[src/rtl/hs_npu_mm_sequencer.sv]
// Job sequencer for an N x N systolic MAC array: weight load, row streaming, drain.
// Optional cycle counter output perf_cycles when HS_NPU_SEQ_PERF_EN is defined.
module hs_npu_mm_sequencer #(
  parameter int ARRAY_SIZE = 8,
  parameter int ROW_W      = 16
) (
  input  logic                          clk,
  input  logic                          rst,
  input  logic                          start,
  input  logic [ROW_W-1:0]              num_rows,
  output logic                          ready,
  output logic                          weight_en,
  output logic [$clog2(ARRAY_SIZE)-1:0] weight_row,
  output logic                          in_valid,
  output logic [ROW_W-1:0]              in_row,
  output logic                          res_valid,
  output logic [ROW_W-1:0]              res_row,
  output logic                          done
`ifdef HS_NPU_SEQ_PERF_EN
  ,
  output logic [31:0]                   perf_cycles
`endif
);
  localparam int N    = ARRAY_SIZE;
  localparam int WR_W = $clog2(ARRAY_SIZE);
  localparam int DLY  = 2 * ARRAY_SIZE;

  typedef enum logic [2:0] {IDLE, LOAD_W, COMPUTE, DRAIN, FIN} state_t;

  state_t           state, state_nxt;
  logic [ROW_W-1:0] cnt, m_lat, res_cnt;
  logic [DLY-1:0]   vld_pipe;
  logic             zero_done, accept, phase_end;

  assign accept = (state == IDLE) && start && (num_rows != '0);

  always_comb begin
    phase_end = 1'b0;
    case (state)
      LOAD_W:  phase_end = (cnt == ROW_W'(N - 1));
      COMPUTE: phase_end = (cnt == m_lat - 1'b1);
      DRAIN:   phase_end = (cnt == ROW_W'(DLY - 1));
      default: phase_end = 1'b0;
    endcase
  end

  // state register and phase counter
  always_ff @(posedge clk) begin
    if (rst) begin
      state     <= IDLE;
      cnt       <= '0;
      m_lat     <= '0;
      zero_done <= 1'b0;
    end else begin
      state     <= state_nxt;
      cnt       <= (state_nxt != state || state == IDLE) ? '0 : cnt + 1'b1;
      zero_done <= (state == IDLE) && start && (num_rows == '0);
      if (accept) m_lat <= num_rows;
    end
  end

  always_comb begin
    state_nxt = state;
    case (state)
      IDLE:    if (accept)    state_nxt = LOAD_W;
      LOAD_W:  if (phase_end) state_nxt = COMPUTE;
      COMPUTE: if (phase_end) state_nxt = DRAIN;
      DRAIN:   if (phase_end) state_nxt = FIN;
      FIN:                    state_nxt = IDLE;
      default:                state_nxt = IDLE;
    endcase
  end

  always_comb begin
    ready      = 1'b0;
    weight_en  = 1'b0;
    weight_row = '0;
    in_valid   = 1'b0;
    in_row     = '0;
    case (state)
      IDLE: ready = 1'b1;
      LOAD_W: begin
        weight_en  = 1'b1;
        weight_row = WR_W'(N - 1) - cnt[WR_W-1:0];
      end
      COMPUTE: begin
        in_valid = 1'b1;
        in_row   = cnt;
      end
      default: ;
    endcase
    done      = (state == FIN) || zero_done;
    res_valid = vld_pipe[DLY-1];
    res_row   = res_cnt;
  end

  // rows emerge from the deskew exactly 2N cycles after injection
  always_ff @(posedge clk) begin
    if (rst) begin
      vld_pipe <= '0;
      res_cnt  <= '0;
    end else begin
      vld_pipe <= {vld_pipe[DLY-2:0], in_valid};
      if (accept)         res_cnt <= '0;
      else if (res_valid) res_cnt <= res_cnt + 1'b1;
    end
  end

`ifdef HS_NPU_SEQ_PERF_EN
  always_ff @(posedge clk) begin
    if (rst || (state == IDLE && start))            perf_cycles <= '0;
    else if (state != IDLE && perf_cycles != '1)   perf_cycles <= perf_cycles + 1'b1;
  end
`endif
endmodule

[config.mk]
export PLATFORM = sky130hd
export DESIGN_NAME = hs_npu_mm_sequencer
export DESIGN_NICKNAME = d
export VERILOG_FILES = /design/src/rtl/hs_npu_mm_sequencer.sv
export SDC_FILE = /design/constraint.sdc
export NUM_CORES = 1
export LEC_CHECK = 0
export BUFFER_PORTS_ARGS = -buffer_cell sky130_fd_sc_hd__clkbuf_2
export CORE_MARGIN = 1.5
export CORE_UTILIZATION = 45
export CTS_BUF_LIST = sky130_fd_sc_hd__clkbuf_16
export DETAILED_ROUTE_END_ITERATION = 8
export PLACE_DENSITY = 0.72
export SLEW_MARGIN = 20
export SYNTH_ARGS = -nofsm -noshare
export SYNTH_HDL_FRONTEND = slang
export SYNTH_SLANG_ARGS = --single-unit
[constraint.sdc]
create_clock -name clk -period 4.5 [get_ports clk]
set_input_delay 0.9 -clock clk [delete_from_list [all_inputs] [get_ports clk]]
set_output_delay 0.9 -clock clk [all_outputs]
set_load 0.01 [all_outputs]
==> results_dict.tcl, run 1 <==
set metrics [dict create \
    outcome "completed" \
    grt_max_degree 38 \
    ir_drop_uv 193 \
    portBuffers 58 \
    power_w 0.00146 \
    clkLatencyLatePin_ps 330 \
    setup_viol 0 \
    finalSetupTns_ps 0 \
    first_pass_iters 4 \
    worstMarginPinSlew_ps 718 \
    cts_setup_buffers 0 \
    grt_pass1_vias 2977 \
    skew_ps 5.64 \
    crit_top_cell "nor4_4" \
    drt_iter0_drc 170 \
    cts_tree "done" \
    ctsHoldBuffers 0 \
    stdcell_count 577 \
    worstSetupEndpointType "register" \
    synthToLayoutAreaGrowth_pct 16.8 \
    htreeDepth 3 \
    seq_area_mm2 0.00136 \
    wl_per_cell_um 14.8 \
    syn-num-nets 448 \
    cpLargestDelayFamily "simple AND/OR/NAND/NOR gates" \
    post_cts_resized 0 \
    hold_slack_ps 435 \
    async_reset_ff_share_pct 0 \
    die-area_mm2 0.00867 \
    maxCapViolCount 0 \
    path_buf_inv 2 \
    critPathKind "reg2reg" \
    layout-drive-gt1-share_pct 20.0 \
    synth_top_area_share_pct 37.2 \
    finalCriticalPeriod_ps 3810 \
    cp.arrival_ps 4010 \
    cts_buffers 9 \
    row_count 32 \
    cp_cell_sequence "inv_1 -> ha_1 -> or4b_1 -> nor4_4 -> mux2i_1 -> or4_1 -> or4b_4 -> nor4_4 -> buf_4 -> nor3_1" \
    grt_pass1_wl_mm 14.2 \
    fin_util_pct 54.7 \
    power_density_mw_per_mm2 342 \
    vias 3252 \
    n_antenna_cell 0 \
    ys.flop_type "dfxtp_1" \
    max_slew_margin_pct 52.1 \
    hp-class "reg2reg" \
    fillers 737 \
    clk_path_buf_depth 2 \
    synth.distinct_cells 58 \
    seq_area_frac_synth_pct 37.2 \
    hold_violations 0 \
    start_util_pct 46.8 \
    post-route-period-util_pct 84.6 \
    final_max_slew_viol_count 0 \
    grt_antenna_before_repair 0 \
    ioPinCount 59 \
    die_w_um 93.1 \
    synth_cells 426 \
    fmax_mhz 263 \
    clkSinkCount 68 \
    power_leakage_nw 1.71 \
    rsz0062_at_grt "false" \
    layout.nets 492 \
    slowest_delay_ps 660 \
    routabilityCongestion 0.963 \
    hpwlAfterDp_mm 6.21 \
    syn_area_per_cell_um2 8.58 \
    start_kind "register" \
    grt_usage_pct 20.9 \
    ys_ff_latch 68 \
    synth_top_area_cell "dfxtp_1" \
    crit_path_top_delay_cell "or4b_1" \
    path_clk_slew_ps 60 \
    critPathMaxFanout 10 \
    core-area_mm2 0.00781 \
    routed_wl_mm 8.57 \
    synth_edf_count 0 \
    ant_nets 0 \
    place_inst 561 \
    multiInputGateArea_mm2 0.00212 \
    yosysWarnings 0 \
    die-height_um 93.1 \
    yosys-top-cells-area "dfxtp_1 37%, mux2i_1 6.0%, xor2_1 6.0%" \
    vias_per_cell 5.64 \
    overflow 0 \
    cts_root_buf "clkbuf_16" \
    synth_area_mm2 0.00366 \
    crit_required_ps 4710 \
    drc 0 \
]
[sequential cells by signal, summed over array words and instances (netlist names)]
register	count
res_row	16
zero_done	1
m_lat	16
vld_pipe	16
cnt	16
state	3
[cells in the mapped netlist, types with 2 or more instances]
cell and number:
a211oi_1 2, a21o_1 2, a21oi_1 8, and2_1 18
and3_1 9, buf_1 3, buf_2 3, buf_6 3
clkbuf_1 20, dfxtp_1 68, ha_1 3, inv_1 7
mux2_2 2, mux2i_1 22, nand2_1 16, nand2b_1 6
nand3_1 12, nand4_1 12, nor2_1 54, nor2b_1 19
nor3_1 20, nor3b_1 4, nor4_1 14, nor4_4 2
nor4b_1 2, o211ai_1 3, o21ai_0 7, o32ai_1 3
or2_2 5, or3_1 4, or3b_2 2, or4_1 9
or4_4 2, xnor2_1 12, xor2_1 25
[per-stage QoR]
step | instance area (um2) | worst slack [ps]
after global placement | 3970 | 837
after floorplan | 3660 | 1190
after CTS | 4270 | 694
final | 4270 | 695
after global routing | 4270 | 285
after detailed placement | 3970 | 715
[where the power goes]
group / total (W) / internal [W] / switching, W
sequential: 0.000631 / 0.000613 / 0.0000173
combinational: 0.000132 / 0.0000578 / 0.0000744
clock: 0.000699 / 0.000431 / 0.000268
[worst register-to-register path, cell delays in order (launching register included)]
cell and delay, ps:
dfxtp_1 350, inv_1 80, ha_1 220, or4b_1 660
nor4_4 390, mux2i_1 160, or4_1 540, or4b_4 560
nor4_4 400, buf_4 260, nor3_1 60
[placed cells by master (no fill, tap or decap), drive strengths merged, types with 16 or more instances in the layout]
cell type / netlist / layout
and2: 18 / 18
clkbuf: 20 / 67
dfxtp: 68 / 68
mux2i: 22 / 22
nand2: 16 / 16
nor2: 54 / 54
nor2b: 19 / 19
nor3: 21 / 21
nor4: 16 / 16
xor2: 25 / 25
[logic make-up after synthesis]
logic type | share of synthesized area [%]
AOI/OAI and AO/OA | 7.15
xor gates and xnor gates | 9.48
adders and majority gates | 1.03
buffers and inverters | 4.72
DFF | 37.2
muxes | 6.64
and+or+nand+nor | 33.7
[worst paths after layout]
path	startpoint	endpoint	slack [ps]	cells after the start
worst max-delay path	m_lat[0]$_SDFFE_PP0P_	cnt[5]$_SDFF_PP0_	690	10
worst min-delay path	vld_pipe[14]$_SDFF_PP0_	vld_pipe[15]$_SDFF_PP0_	440	1
worst max register to register	m_lat[0]$_SDFFE_PP0P_	cnt[5]$_SDFF_PP0_	690	10
worst min register to register	vld_pipe[14]$_SDFF_PP0_	vld_pipe[15]$_SDFF_PP0_	440	1
[layer usage]
layer | up-vias | part of all wire [%] | track usage (%)
met5 | - | 0 | 0
met2 | 93 | 47 | 34.4
met4 | 0 | 2.5 | 8.21
met1 | 1536 | 45 | 26.1
met3 | 20 | 5.2 | 5.28
li1 | 1603 | - | -
[cell type report]
class / count / area share, %
multi-input combinational: 320 / 49.7
sequential: 68 / 31.9
timing repair buffer: 63 / 7.68
clock buffer: 9 / 5.27
tap: 102 / 2.99
clock inverter: 7 / 1.79
inverter: 8 / 0.703
No activity file was read; power rests on OpenSTA's default activity.
==> inputs of run 2 (changes only) <==
Clock period 4.5 ns to 3.9 ns, I/O delays scaled along.
==> run 2 against run 1 <==
Via count fell by 0.65%; count of clock-buffer cells in the layout unchanged; sequential cell count stayed put; first-iteration DRC count increased by 35%; highest routed layer unchanged; final area grew 1.6%; critical path depth down 1; hold slack gained 0.93 ps; global-route usage up 0.59 points; critical path type unchanged.
==> results_dict.tcl, run 2 (same netlist as run 1, synthesis figures left out) <==
set metrics [dict create \
    max_slew_margin_pct 61.1 \
    grt_max_degree 37 \
    skew_ps 9.14 \
    hold_slack_ps 436 \
    routed_wl_mm 8.87 \
    wl_met2_mm 4.17 \
    wl_met1_mm 4.13 \
    die-area_mm2 0.00867 \
    final_common_cell "dfxtp_1" \
    clk_path_buf_depth 2 \
    grt_pass1_vias 2976 \
    met3RoutedLength_um 421 \
    routabilityCongestion 0.903 \
    mostFrequentLayoutCells "68 x dfxtp_1, 58 x clkbuf_2, 54 x nor2_1" \
    power_density_mw_per_mm2 420 \
    cts_tree "done" \
    die-height_um 93.1 \
    finalCriticalPeriod_ps 3580 \
    crit_required_ps 4160 \
    worstSetupEndpointType "register" \
    critPathMaxFanout 10 \
    power_leakage_nw 1.76 \
    drt_iter0_drc 229 \
    cts_root_buf "clkbuf_16" \
    final_max_slew_viol_count 0 \
    start_util_pct 46.8 \
    outcome "completed" \
    finalSetupTns_ps 0 \
    ioPinCount 59 \
    n_antenna_cell 0 \
    ctsHoldBuffers 0 \
    layout.nets 495 \
    vias 3231 \
    rsz0062_at_grt "false" \
    row_count 32 \
    cts_buffers 9 \
    synthToLayoutAreaGrowth_pct 18.7 \
    worstMarginPinSlew_ps 584 \
    layout-drive-gt1-share_pct 20.5 \
    ir_drop_uv 256 \
    wl_per_cell_um 15.3 \
    grt_pass1_wl_mm 14.6 \
    clkLatencyLatePin_ps 330 \
    portBuffers 58 \
    cp.arrival_ps 3830 \
    htreeDepth 3 \
    hpwlAfterDp_mm 6.32 \
    die_w_um 93.1 \
    core-area_mm2 0.00781 \
    hp-class "reg2reg" \
    path_clk_slew_ps 60 \
    fmax_mhz 280 \
    hold_violations 0 \
    critPathKind "reg2reg" \
    drc 0 \
    start_kind "register" \
    grt_antenna_before_repair 0 \
    maxCapViolCount 0 \
    first_pass_iters 4 \
    setup_viol 0 \
    overflow 0 \
    post-route-period-util_pct 91.7 \
    fillers 747 \
    cts_setup_buffers 0 \
    clkSinkCount 68 \
    vias_per_cell 5.57 \
    grt_usage_pct 21.5 \
    top_layer "met4" \
    ant_nets 0 \
]
## run 2: path summary, 6_finish.rpt
| check | from | end | depth (start not counted) | slack, ps |
|---|---|---|---|---|
| worst max-delay path | m_lat[0]$_SDFFE_PP0P_ | state[2]$_SDFF_PP0_ | 9 | 320 |
| worst min-delay path | vld_pipe[0]$_SDFF_PP0_ | vld_pipe[1]$_SDFF_PP0_ | 1 | 440 |
| worst max register to register | m_lat[0]$_SDFFE_PP0P_ | state[2]$_SDFF_PP0_ | 9 | 320 |
| worst min register to register | vld_pipe[0]$_SDFF_PP0_ | vld_pipe[1]$_SDFF_PP0_ | 1 | 440 |
## run 2: final cells by class
class,count,area [um2],share of cell area (%)
timing repair buffer,66,350,8.07
tap,102,128,2.94
clock buffer,9,225,5.19
multi-input combinational,320,2130,49.0
inverter,8,30.0,0.692
clock inverter,7,116,2.68
sequential,68,1360,31.4
## run 2: worst max-delay path, stage by stage (launching register included)
cell,delay (ps)
dfxtp_1,350
inv_1,80
ha_1,230
or4b_1,660
nor4_4,370
mux2i_1,140
or4_1,520
or4b_4,550
or4_4,490
nor3_2,100
## run 2: metrics by stage
step                      worst slack (ps)  utilization (%)  instances  total power (W)  area (um2)
after global placement                 404             51.1        564         0.000896        3990
after global routing                   128             55.6        580          0.00189        4340
final                                  325             55.6        580          0.00182        4340
after CTS                              328             55.5        580          0.00184        4330
after detailed placement               349             51.1        564         0.000899        3990
after floorplan                        586                -        426         0.000857        3660
## run 2: what timing repair did
| action | CTS | global route |
|---|---|---|
| endpoints found under the setup margin | 0 | 2 |
| endpoints found under the hold margin | 0 | 0 |
| resized for setup | 0 | 1 |
## run 2: where the power goes
part | switching (W) | internal [W] | total (W)
Combinational | 0.0000906 | 0.0000682 | 0.000159
Clock | 0.000316 | 0.000623 | 0.000939
Sequential | 0.0000190 | 0.000707 | 0.000727
Total | 0.000426 | 0.00140 | 0.00182
## run 2: metal layers
metal	vias to the layer above	global-route usage, %
li1	1600	-
met1	1541	27.6
met2	78	35.6
met3	12	4.88
met4	0	6.82
met5	-	0
==> inputs of run 3 (changes only) <==
Settings changed: CELL_PAD_IN_SITES_DETAIL_PLACEMENT from default to 0, CELL_PAD_IN_SITES_GLOBAL_PLACEMENT from default to 2, CORE_UTILIZATION 45 to 34, PLACE_DENSITY 0.72 to 0.86.
==> run 3 against run 2 <==
Sequential cell count did not move; via count fell by 1.5%; clock skew is 1.1 ps lower; power shrank 7.5%; critical endpoint unchanged; sequential power barely moved; critical path type unchanged; largest cell class unchanged; count of clock-buffer cells in the layout did not move.
==> results_dict.tcl, run 3 (same netlist as run 1, synthesis figures left out) <==
set metrics [dict create \
    cpLargestDelayFamily "simple AND/OR/NAND/NOR gates" \
    ctsHoldBuffers 0 \
    first_pass_iters 4 \
    slowest_delay_ps 550 \
    cp.arrival_ps 3660 \
    worstSetupEndpointType "register" \
    cts_tree "done" \
    power_leakage_nw 1.74 \
    clkLatencyLatePin_ps 330 \
    htreeDepth 3 \
    clkSinkCount 68 \
    vias_per_cell 5.16 \
    max_slew_margin_pct 61.9 \
    reg2reg_slack_ps 500 \
    layout-drive-gt1-share_pct 20.6 \
    hold_slack_ps 426 \
    r2r_end "state[2]$_SDFF_PP0_" \
    maxCapViolCount 0 \
    die_w_um 107 \
    ant_nets 0 \
    r2r-start "m_lat[0]$_SDFFE_PP0P_" \
    grt_pass1_vias 3009 \
    hold_end "vld_pipe[5]$_SDFF_PP0_" \
    path_clk_slew_ps 60 \
    path_buf_inv 1 \
    synthToLayoutAreaGrowth_pct 18.8 \
    r2r_cells 9 \
    cts_root_buf "clkbuf_16" \
    row_count 37 \
    finalCriticalPeriod_ps 3400 \
    grt_pass1_wl_mm 15.3 \
    hold_violations 0 \
    min_delay_path_depth 1 \
    crit_required_ps 4160 \
    crit_path_top_delay_cell "or4b_4" \
    n_antenna_cell 0 \
    die-height_um 107 \
    start_util_pct 35.3 \
    post-route-period-util_pct 87.1 \
    setup_viol 0 \
    clk_path_buf_depth 2 \
    wl_per_cell_um 14.7 \
    grt_max_degree 28 \
    final_common_cell "dfxtp_1" \
    mostFrequentLayoutCells "68 x dfxtp_1, 58 x clkbuf_2, 54 x nor2_1" \
    layout.nets 497 \
    worstMarginPinSlew_ps 572 \
    grt_usage_pct 17.2 \
    finalSetupTns_ps 0 \
    core-area_mm2 0.0104 \
    ioPinCount 59 \
    die-area_mm2 0.0114 \
    min-delay-start "vld_pipe[4]$_SDFF_PP0_" \
    hp-class "reg2reg" \
    skew_ps 8.06 \
    fmax_mhz 294 \
    start_kind "register" \
    portBuffers 58 \
    ir_drop_uv 238 \
    cts_buffers 9 \
    critPathMaxFanout 7 \
    drc 0 \
    routed_wl_mm 9.03 \
    power_density_mw_per_mm2 389 \
    final_max_slew_viol_count 0 \
    vias 3181 \
    routabilityCongestion 0.918 \
    hpwlAfterDp_mm 6.54 \
    cp_cell_sequence "inv_1 -> ha_1 -> or4b_1 -> nor4_4 -> mux2i_1 -> or4_1 -> or4b_4 -> or4_4 -> nor3_2" \
    critPathKind "reg2reg" \
    drt_iter0_drc 169 \
    rsz0062_at_grt "false" \
    post_cts_resized 0 \
    grt_antenna_before_repair 0 \
    outcome "completed" \
    overflow 0 \
    cts_setup_buffers 0 \
]
-- run 3: changes by cell type in the layout (fill, tap and decap cells not counted), sizes merged --
cell / change
buf: +2
bufinv: -2
clkinv: +1
clkinvlp: +1
-- run 3: through the flow --
stage               util [%]  setup WS (ps)  std cells  total power [W]  cell area (um2)
global route            41.9            311        616          0.00176             4340
CTS                     41.9            482        616          0.00171             4340
detailed placement      39.0            511        600         0.000901             4050
finish                  41.9            502        616          0.00169             4340
global placement        39.0            556        600         0.000901             4050
floorplan                  -            586        426         0.000857             3660
-- run 3: worst max-delay path by stage --
stage,start,end,slack (ps),cells after the start
final,m_lat[0]$_SDFFE_PP0P_,state[2]$_SDFF_PP0_,500,9
after global routing,m_lat[0]$_SDFFE_PP0P_,cnt[3]$_SDFF_PP0_,310,12
after CTS,state[0]$_SDFF_PP0_,state[2]$_SDFF_PP0_,480,7
after detailed placement,m_lat[0]$_SDFFE_PP0P_,state[2]$_SDFF_PP0_,510,9
after global placement,state[0]$_SDFF_PP0_,state[2]$_SDFF_PP0_,560,7
after floorplan,m_lat[0]$_SDFFE_PP0P_,cnt[15]$_SDFF_PP0_,590,11
-- run 3: final cells by class --
class / instances / area, um2
clock buffer: 9 / 225
sequential: 68 / 1360
multi-input combinational: 320 / 2120
tap: 136 / 170
inverter: 8 / 30.0
clock inverter: 7 / 68.8
timing repair buffer: 68 / 365
fill: 1100 / 6030
-- run 3: where the power goes --
group	internal, W	switching, W	leakage [nW]	total [W]
logic	0.0000693	0.0000885	1.04	0.000158
registers	0.000708	0.0000207	0.551	0.000728
clock network	0.000492	0.000309	0.147	0.000801
total	0.00127	0.000418	1.74	0.00169
-- run 3: metal layers --
layer  vias to the layer above  wire length (um)  share of wire (%)  global-route usage [%]
met2                        83              4200                 46                    27.8
met1                      1485              4360                 48                    22.8
met4                         0                87               0.96                    5.14
met3                         8               385                4.3                    4.07
met5                         -                 0                  0                       0
li1                       1605                 -                  -                       -
